## src/rtl/uns_addsub_mw.sv

```systemverilog
`default_nettype none
// ============================================================================
//  Module      : uns_addsub_mw
//  Description : Multi-word unsigned add/subtract engine. Operands stream in
//                LSW first, a registered carry ripples one word per cycle,
//                and the result streams out over valid/ready.
//                Optional saturation: define UNS_ADDSUB_SAT_EN.
//  Revision    : 1.0 - initial release
// ============================================================================
module uns_addsub_mw #(
    parameter int WORD_W    = 16,
    parameter int NUM_WORDS = 16
) (
    input  logic              clk,
    input  logic              clr_n,
    input  logic              start,
    input  logic              sub,
    input  logic [WORD_W-1:0] din,
    input  logic              din_valid,
    output logic              din_ready,
    output logic [WORD_W-1:0] dout,
    output logic              dout_valid,
    input  logic              dout_ready,
    output logic              cout,
    output logic              busy,
    output logic              done
`ifdef UNS_ADDSUB_SAT_EN
    ,
    output logic              sat
`endif
);

    localparam int c_cnt_w = $clog2(NUM_WORDS);
    localparam logic [c_cnt_w-1:0] c_last = c_cnt_w'(NUM_WORDS - 1);
    localparam logic [c_cnt_w-1:0] c_one  = c_cnt_w'(1);

    typedef enum logic [2:0] {
        S_IDLE   = 3'd0,
        S_LOAD_A = 3'd1,
        S_LOAD_B = 3'd2,
        S_CALC   = 3'd3,
        S_OUT    = 3'd4
    } state_t;

    state_t               state_q, state_d;
    logic [c_cnt_w-1:0]   cnt_q, cnt_d;
    logic                 sub_q, sub_d;
    logic                 carry_q, carry_d;
    logic                 cout_q, cout_d;
    logic                 done_q, done_d;

    // Operand buffers carry no reset; the A buffer doubles as the result store.
    logic [WORD_W-1:0]    a_buf [NUM_WORDS];
    logic [WORD_W-1:0]    b_buf [NUM_WORDS];

    logic                 a_we, b_we;
    logic [WORD_W-1:0]    a_wdata;
    logic [WORD_W-1:0]    b_x;
    logic [WORD_W:0]      sum;
    logic                 last_w;

    assign b_x    = sub_q ? ~b_buf[cnt_q] : b_buf[cnt_q];
    assign sum    = {1'b0, a_buf[cnt_q]} + {1'b0, b_x} + {{WORD_W{1'b0}}, carry_q};
    assign last_w = (cnt_q == c_last);

    always_comb begin
        state_d = state_q;
        cnt_d   = cnt_q;
        sub_d   = sub_q;
        carry_d = carry_q;
        cout_d  = cout_q;
        done_d  = 1'b0;
        a_we    = 1'b0;
        b_we    = 1'b0;
        a_wdata = din;
        case (state_q)
            S_IDLE: begin
                if (start) begin
                    state_d = S_LOAD_A;
                    cnt_d   = '0;
                    sub_d   = sub;
                    cout_d  = 1'b0;
                end
            end
            S_LOAD_A: begin
                if (din_valid) begin
                    a_we = 1'b1;
                    if (last_w) begin
                        state_d = S_LOAD_B;
                        cnt_d   = '0;
                    end else begin
                        cnt_d = cnt_q + c_one;
                    end
                end
            end
            S_LOAD_B: begin
                if (din_valid) begin
                    b_we = 1'b1;
                    if (last_w) begin
                        state_d = S_CALC;
                        cnt_d   = '0;
                        // Subtraction is A + ~B + 1, so the chain seeds with sub.
                        carry_d = sub_q;
                    end else begin
                        cnt_d = cnt_q + c_one;
                    end
                end
            end
            S_CALC: begin
                a_we    = 1'b1;
                a_wdata = sum[WORD_W-1:0];
                carry_d = sum[WORD_W];
                if (last_w) begin
                    state_d = S_OUT;
                    cnt_d   = '0;
                    // Carry-out of A + ~B + 1 is the inverse of the borrow.
                    cout_d  = sub_q ^ sum[WORD_W];
                end else begin
                    cnt_d = cnt_q + c_one;
                end
            end
            S_OUT: begin
                if (dout_ready) begin
                    if (last_w) begin
                        state_d = S_IDLE;
                        cnt_d   = '0;
                        done_d  = 1'b1;
                    end else begin
                        cnt_d = cnt_q + c_one;
                    end
                end
            end
            default: begin
                state_d = S_IDLE;
                cnt_d   = '0;
            end
        endcase
    end

    always_ff @(posedge clk or negedge clr_n) begin
        if (!clr_n) begin
            state_q <= S_IDLE;
            cnt_q   <= '0;
            sub_q   <= 1'b0;
            carry_q <= 1'b0;
            cout_q  <= 1'b0;
            done_q  <= 1'b0;
        end else begin
            state_q <= state_d;
            cnt_q   <= cnt_d;
            sub_q   <= sub_d;
            carry_q <= carry_d;
            cout_q  <= cout_d;
            done_q  <= done_d;
        end
    end

    always_ff @(posedge clk) begin
        if (a_we) a_buf[cnt_q] <= a_wdata;
        if (b_we) b_buf[cnt_q] <= din;
    end

    assign din_ready  = (state_q == S_LOAD_A) || (state_q == S_LOAD_B);
    assign dout_valid = (state_q == S_OUT);
    assign busy       = (state_q != S_IDLE);
    assign done       = done_q;
    assign cout       = cout_q;

`ifdef UNS_ADDSUB_SAT_EN
    logic sat_q, sat_d;

    assign sat_d = (state_d == S_OUT) ? cout_d : 1'b0;

    always_ff @(posedge clk or negedge clr_n) begin
        if (!clr_n) sat_q <= 1'b0;
        else        sat_q <= sat_d;
    end

    assign sat  = sat_q;
    // Overflow clamps to all ones, underflow to zero.
    assign dout = (state_q == S_OUT) ? (sat_q ? (sub_q ? '0 : '1) : a_buf[cnt_q]) : '0;
`else
    assign dout = (state_q == S_OUT) ? a_buf[cnt_q] : '0;
`endif

endmodule
`default_nettype wire
```

## config.mk

```make
export PLATFORM = sky130hd
export DESIGN_NAME = uns_addsub_mw
export DESIGN_NICKNAME = d
export VERILOG_FILES = /design/src/rtl/uns_addsub_mw.sv
export SDC_FILE = /design/constraint.sdc
export NUM_CORES = 1
export LEC_CHECK = 0
export CAP_MARGIN = 20
export CORE_MARGIN = 5
export CORE_UTILIZATION = 60
export DETAILED_ROUTE_END_ITERATION = 8
export PLACE_DENSITY = 0.79
export SYNTH_ARGS = -nofsm -noshare
export SYNTH_HDL_FRONTEND = slang
export SYNTH_SLANG_ARGS = --single-unit
```

## constraint.sdc

```tcl
create_clock -name clk -period 6.76 [get_ports clk]
set_clock_uncertainty 0.1 [all_clocks]
set_input_delay 1.352 -clock clk [delete_from_list [all_inputs] [get_ports clk]]
set_output_delay 1.352 -clock clk [all_outputs]
set_load 0.1 [all_outputs]
```

# Yosys cells after proc, flatten, opt, wreduce, memory -nomap -nowiden
# Memories as Yosys holds them, arrays and structs flattened.
# Index checks and enable logic that the tools add are counted.
[op_classes]
reduce_logical = 11
eq_ne = 14
add_sub_neg = 3
muxes = 33
bitwise_logic = 2
[op_table]
columns = ["cell", "n"]
rows = [
  ["16-bit two-way mux", 3],
  ["3-bit two-way mux", 8],
  ["16-bit by 16-bit adder with 17-bit output", 1],
  ["17-bit by 1-bit adder with 17-bit output", 1],
  ["4-bit two-way mux", 4],
  ["16-bit inverter", 1],
  ["4-bit one-hot mux with 4 select lines", 1],
  ["3-bit one-hot mux with 5 select lines", 1],
  ["1-bit two-way mux", 13],
  ["2-bit inequality test (second input constant)", 6],
  ["3-bit AND reduction", 3],
  ["8-bit AND reduction", 1],
  ["3-bit by 2-bit == test with 1-bit output (second input constant)", 2],
  ["2-bit by 1-bit inequality test with 1-bit output (second input constant)", 3],
  ["1-bit one-hot mux with 2 select lines", 3],
  ["4-bit by 1-bit adder with 4-bit output (second input constant)", 1],
  ["4-bit == test (second input constant)", 1],
  ["2-bit nonzero test", 2],
  ["3-bit by 1-bit == test with 1-bit output (second input constant)", 1],
  ["3-bit == test (second input constant)", 1],
  ["3-bit zero test", 1],
  ["3-bit nonzero test", 1],
  ["2-bit AND reduction", 1],
  ["2-bit OR reduction", 1],
  ["2 further kinds", 2],
]
[word_totals]
inputBits = 22
word_cells = 71
mem_count = 2
output_inout_bits = 21
reg_bits = 11
ram_bits = 512
[memory_table]
columns = ["name", "words", "word_bits", "read_ports", "rd_clocked_by_memory_dff", "write_ports", "line_no", "source"]
rows = [
  ["a_buf", 16, 16, 1, 0, 1, "53", "logic [WORD_W-1:0] a_buf [NUM_WORDS];"],
  ["b_buf", 16, 16, 1, 0, 1, "54", "logic [WORD_W-1:0] b_buf [NUM_WORDS];"],
]

# Depth between registers and ports, before layout
# Gate-level depths: netlist of run 1.
# An unclocked memory read counts as a cell.
[depth]
depth_word = 8
mapped_depth = 16
ltp_nobuf = 13

# Least setup slack after synthesis of run 1
# No wires, ideal clock.
[synth_path]
path_kind = "flip-flop to flip-flop"
from = "reg cnt_q[1]"
to = "mem a_buf[0][10] (data pin)"
arrival_ps = 4298
n_path_buf = 2
setup_slack_ps = 2032
setup_ps = 330
path_stages_with_launch = 14
t_required_ps = 6330
path_cell_list = "dfrtp_1 -> clkbuf_1 -> buf_1 -> mux4_2 -> mux4_2 -> xnor2_1 -> fa_1 -> fa_1 -> nand2b_1 -> a21oi_1 -> nor2_1 -> o31ai_1 -> xnor2_1 -> o21ai_0"
[synth_between]
elab_chain_len = 6
word_cells_on_any_way = 7
[synth_rtl]
columns = ["element", "line_no", "source"]
rows = [
  ["start: declaration", "46", "logic [c_cnt_w-1:0] cnt_q, cnt_d;"],
  ["start signal: assignment", "150", "cnt_q <= cnt_d;"],
  ["memory 16 x 16 bit", "-", ""],
  ["16-bit inverter", "62", "assign b_x = sub_q ? ~b_buf[cnt_q] : b_buf[cnt_q];"],
  ["16-bit two-way mux", "62", ""],
  ["16-bit by 16-bit adder with 17-bit output *", "63", "assign sum = {1'b0, a_buf[cnt_q]} + {1'b0, b_x} + {{WORD_W{1'b0}}, carry_q};"],
  ["17-bit by 1-bit adder with 17-bit output *", "63", ""],
  ["16-bit two-way mux *", "76", "case (state_q)"],
  ["via a_wdata[10]", "57", "logic [WORD_W-1:0] a_wdata;"],
  ["end: declaration", "53", ""],
]
# Mark *: on every way through the listed nets, which the timed path passes. The rest lies on a longest branch.

# Worst setup path in the final report of run 1
[layout_path]
from = "reg cnt_q[0]"
to = "out dout[4]"
[layout_between]
elab_chain_len = 2
[layout_rtl]
columns = ["element", "line_no", "source"]
rows = [
  ["memory 16 x 16 bit", "-", ""],
  ["16-bit two-way mux", "183", "assign dout = (state_q == S_OUT) ? a_buf[cnt_q] : '0;"],
  ["end: declaration", "21", "output logic [WORD_W-1:0] dout,"],
]
# No other way between the ends.

==> results of run 1 <==
-- sequential cells by signal (all words and copies together), names as in the netlist --
| register | count |
|---|---|
| done | 1 |
| sub_q | 1 |
| cout | 1 |
| b_buf | 256 |
| carry_q | 1 |
| a_buf | 256 |
| state_q | 3 |
| cnt_q | 4 |
-- cell type report --
cell class              instances  area share [%]
clock buffers                  61           5.453
diodes                          1         0.01039
inverters                      11          0.1714
clock inverters                26          0.9763
well taps                     461           2.394
repair buffers                 96           3.645
flip-flops and latches        523           64.99
multi-input cells             427           22.36
-- power by group through the flow --
stage | Clock [mW] | Sequential [mW] | Combinational [mW]
4_1_cts | 2.70 | 4.38 | 4.32
5_1_grt | 2.84 | 4.41 | 4.69
3_3_place_gp | 0 | 4.44 | 4.14
2_1_floorplan | 0 | 4.27 | 3.20
6_report | 2.67 | 4.38 | 4.37
3_5_place_dp | 0 | 4.45 | 4.27
-- critical path: stages (launching register included) --
cell and delay (ns):
dfrtp_4 0.99, buf_4 0.51, mux4_2 0.57, mux4_2 0.53, and2_1 0.17, clkdlybuf4s50_1 0.97
-- worst min path at each step --
stage | end | start | slack (ns) | cells after the start
6_report | carry_q$_DFFE_PN0P_ | carry_q$_DFFE_PN0P_ | 0.43 | 2
5_1_grt | carry_q$_DFFE_PN0P_ | carry_q$_DFFE_PN0P_ | 0.47 | 2
4_1_cts | carry_q$_DFFE_PN0P_ | carry_q$_DFFE_PN0P_ | 0.43 | 2
3_5_place_dp | carry_q$_DFFE_PN0P_ | carry_q$_DFFE_PN0P_ | 0.41 | 2
3_3_place_gp | carry_q$_DFFE_PN0P_ | carry_q$_DFFE_PN0P_ | 0.40 | 2
2_1_floorplan | carry_q$_DFFE_PN0P_ | carry_q$_DFFE_PN0P_ | 0.37 | 2
-- synth_stat cells, drive strengths merged (6+ instances only) --
cell,count
nand2b,6
buf,29
ha,19
and2,20
nor2,43
edfxtp,512
xor2,20
inv,11
nand3,6
mux4,159
a21oi,15
o21ai,25
dfrtp,11
clkbuf,21
nand2,41
nor3,6
xnor2,9
-- routing by layer --
metal,routed length [microns],up-vias,global-route usage [%]
li1,-,4384,-
met4,1217,2,6.452
met3,4895,87,4.373
met5,13,-,0
met2,23560,635,40.15
met1,17980,5548,36.98
-- kinds of logic after synthesis --
group	synth area share [%]
xor+xnor	1.195
compound gates	2.096
simple gates	3.137
mux	17.21
fa+ha+maj	1.307
buf+inv	1.436
flops	73.62
-- through the flow --
stage,hold slack [ns],power [mW],setup slack (ns),cell area [sq um]
final,0.4291,11.42,0.9902,24090
after global routing,0.4685,11.94,0.6887,24090
after CTS,0.4292,11.40,0.8396,24090
after detailed placement,0.4147,8.717,1.350,22540
after global placement,0.3976,8.583,1.372,22500
after floorplan,0.3731,7.473,2.032,21260
==> results by group, run 1 <==
Outcome
  – Status: finished, final reports clean

Critical path
  – CP Launch Point: cnt_q[0]$_DFFE_PN0P_
  – Reg2Reg Setup Slack: around 1.3 ns
  – Kind of critical path: register to output pin
  – Startpoint Class: register
  – Type of element capturing the critical path: output pin
  – CP arrival: approximately 4.3 ns
  – Worst Path Required: about 5.3 ns
  – Critical path capture point: dout[4]
  – R2R cell count: 11
  – Max FO, Critical Path: 45
  – Origin of the critical flop-to-flop path: cnt_q[0]$_DFFE_PN0P_
  – R2r endpoint: a_buf[1][15]$_DFFE_PP_

Floorplan
  – IO Count: 43
  – Initial Util: 60.20%
  – Row count: 69
  – Chip height: a little under 200 microns
  – Die area: 39290 sq um
  – Die W: a little under 200 microns
  – Core Area: around 35000 sq um

Detailed routing
  – DRT Pass-1 Iters: 5
  – Drt via density: 6.635
  – Routed WL: 47670 microns
  – Starting DRT DRC Count: around 1500
  – Routed wire per std cell: around 30 microns
  – Vias post-DR: approximately 11000
  – Routed Antenna Nets: 0
  – Remaining DRCs: 0

GRT
  – Pin count of the biggest net entering global routing: 59
  – Vias in the first global route: approximately 11000
  – Congestion Overflow GR: 0
  – First-pass GRT wire length: roughly 71000 microns
  – GRT Overall Usage: about 25%
  – Initial antenna violation count: 2

Timing
  – FMAX: 173.3 MHz
  – Post-layout min period: around 5.8 ns
  – RSZ-0062 raised after global routing: no
  – Final Hold Vio Count: 0
  – Final worst path period share: 85.35%
  – Worst-Margin Slew: 1.078 ns
  – Slew HR: around 28%
  – Max Slew Vio Count: 0
  – Post-Route Setup TNS: 0 ns
  – Final Setup Violations: 0

Final layout
  – Nets: 1151
  – Util after Layout: ~68%
  – Most common cell after layout, fill and taps aside: edfxtp_1
  – Layout cell share with drive strength beyond 1: between 20% and 30%
  – Multi-input combinational cell area: approximately 5400 sq um
  – Area Growth Syn to Fin: 13.35%
  – FILL cells: 2092
  – Commonest cells after routing, fill and taps aside: 512 x edfxtp_1, 159 x mux4_2, 51 x clkbuf_16, 50 x buf_4, 42 x clkdlybuf4s50_1
  – Final Non-Filler Cells: ~1600
  – FF+latch area: roughly 16000 sq um

Logic synthesis
  – Yosys top cell area share: 72.33%
  – Synth Instances: between 1000 and 1500
  – Mapped Area: between 20000 and 25000 sq um
  – Synth cell types: 50
  – Main synth FF type: edfxtp_1
  – Synth Area per Inst: ~21 sq um
  – Asr flop ratio synth: under 10%
  – Synth area leader: edfxtp_1
  – Post-synth EDFFs: ~510
  – Synthesized flop and latch total: roughly 520
  – Top cells by area, synth: edfxtp_1 72%, mux4_2 17%, dfrtp_1 1.3%
  – YS warnings: 0
  – Post-Syn Nets: 1054
  – Sequential-to-total area share from yosys stat: 73.62%

CTS
  – Worst-path clk slew: 0.06 ns
  – Cts hold-fix bufs: 0
  – CTS Buffer Depth: 3
  – Setup Buffers After CTS: 0
  – # clock sinks: between 500 and 600
  – TritonCTS clock tree: built
  – Root Buffer: clkbuf_16
  – Clock latency on the worst-skew pair: 0.57 ns
  – Clock buffer count from CTS: between 40 and 50
  – # H-tree levels: 2
  – Resize count post-CTS: 0

Placement
  – DP HPWL: 27120 microns
  – Total placed cells including tap cells: about 1500
  – GPL Wtd Cong: around 0.85
  – Port Buf Inserts: 42

Run
  – Max-cap violations: 0

Power and ir drop
  – Flop pwr share: between 30% and 40%
  – P_sw: just under 4 mW
  – Cell Pwr Density: ~470 nW/um^2
  – Leakage: roughly 7.6 nW
  – Int Pwr: ~7.5 mW
  – Comb pwr share: a little under two fifths
  – Sw Ratio: 34.59%
  – Clk pwr share: 23.4%
  – Worst VDD drop: between 0.0003 and 0.0004 V

Min path
  – Hold crit path type: register to register
No activity file was read; power rests on OpenSTA's default activity.
==> inputs of run 2 (changes only) <==
--- a/config.mk
+++ b/config.mk
@@ -9,6 +9,7 @@
 export CORE_MARGIN = 5
 export CORE_UTILIZATION = 60
 export DETAILED_ROUTE_END_ITERATION = 8
+export HOLD_SLACK_MARGIN = 0.03
 export PLACE_DENSITY = 0.79
 export SYNTH_ARGS = -nofsm -noshare
 export SYNTH_HDL_FRONTEND = slang
==> results of run 2 <==
Same layout as run 1: the final DEF is identical, and so are final timing and power.
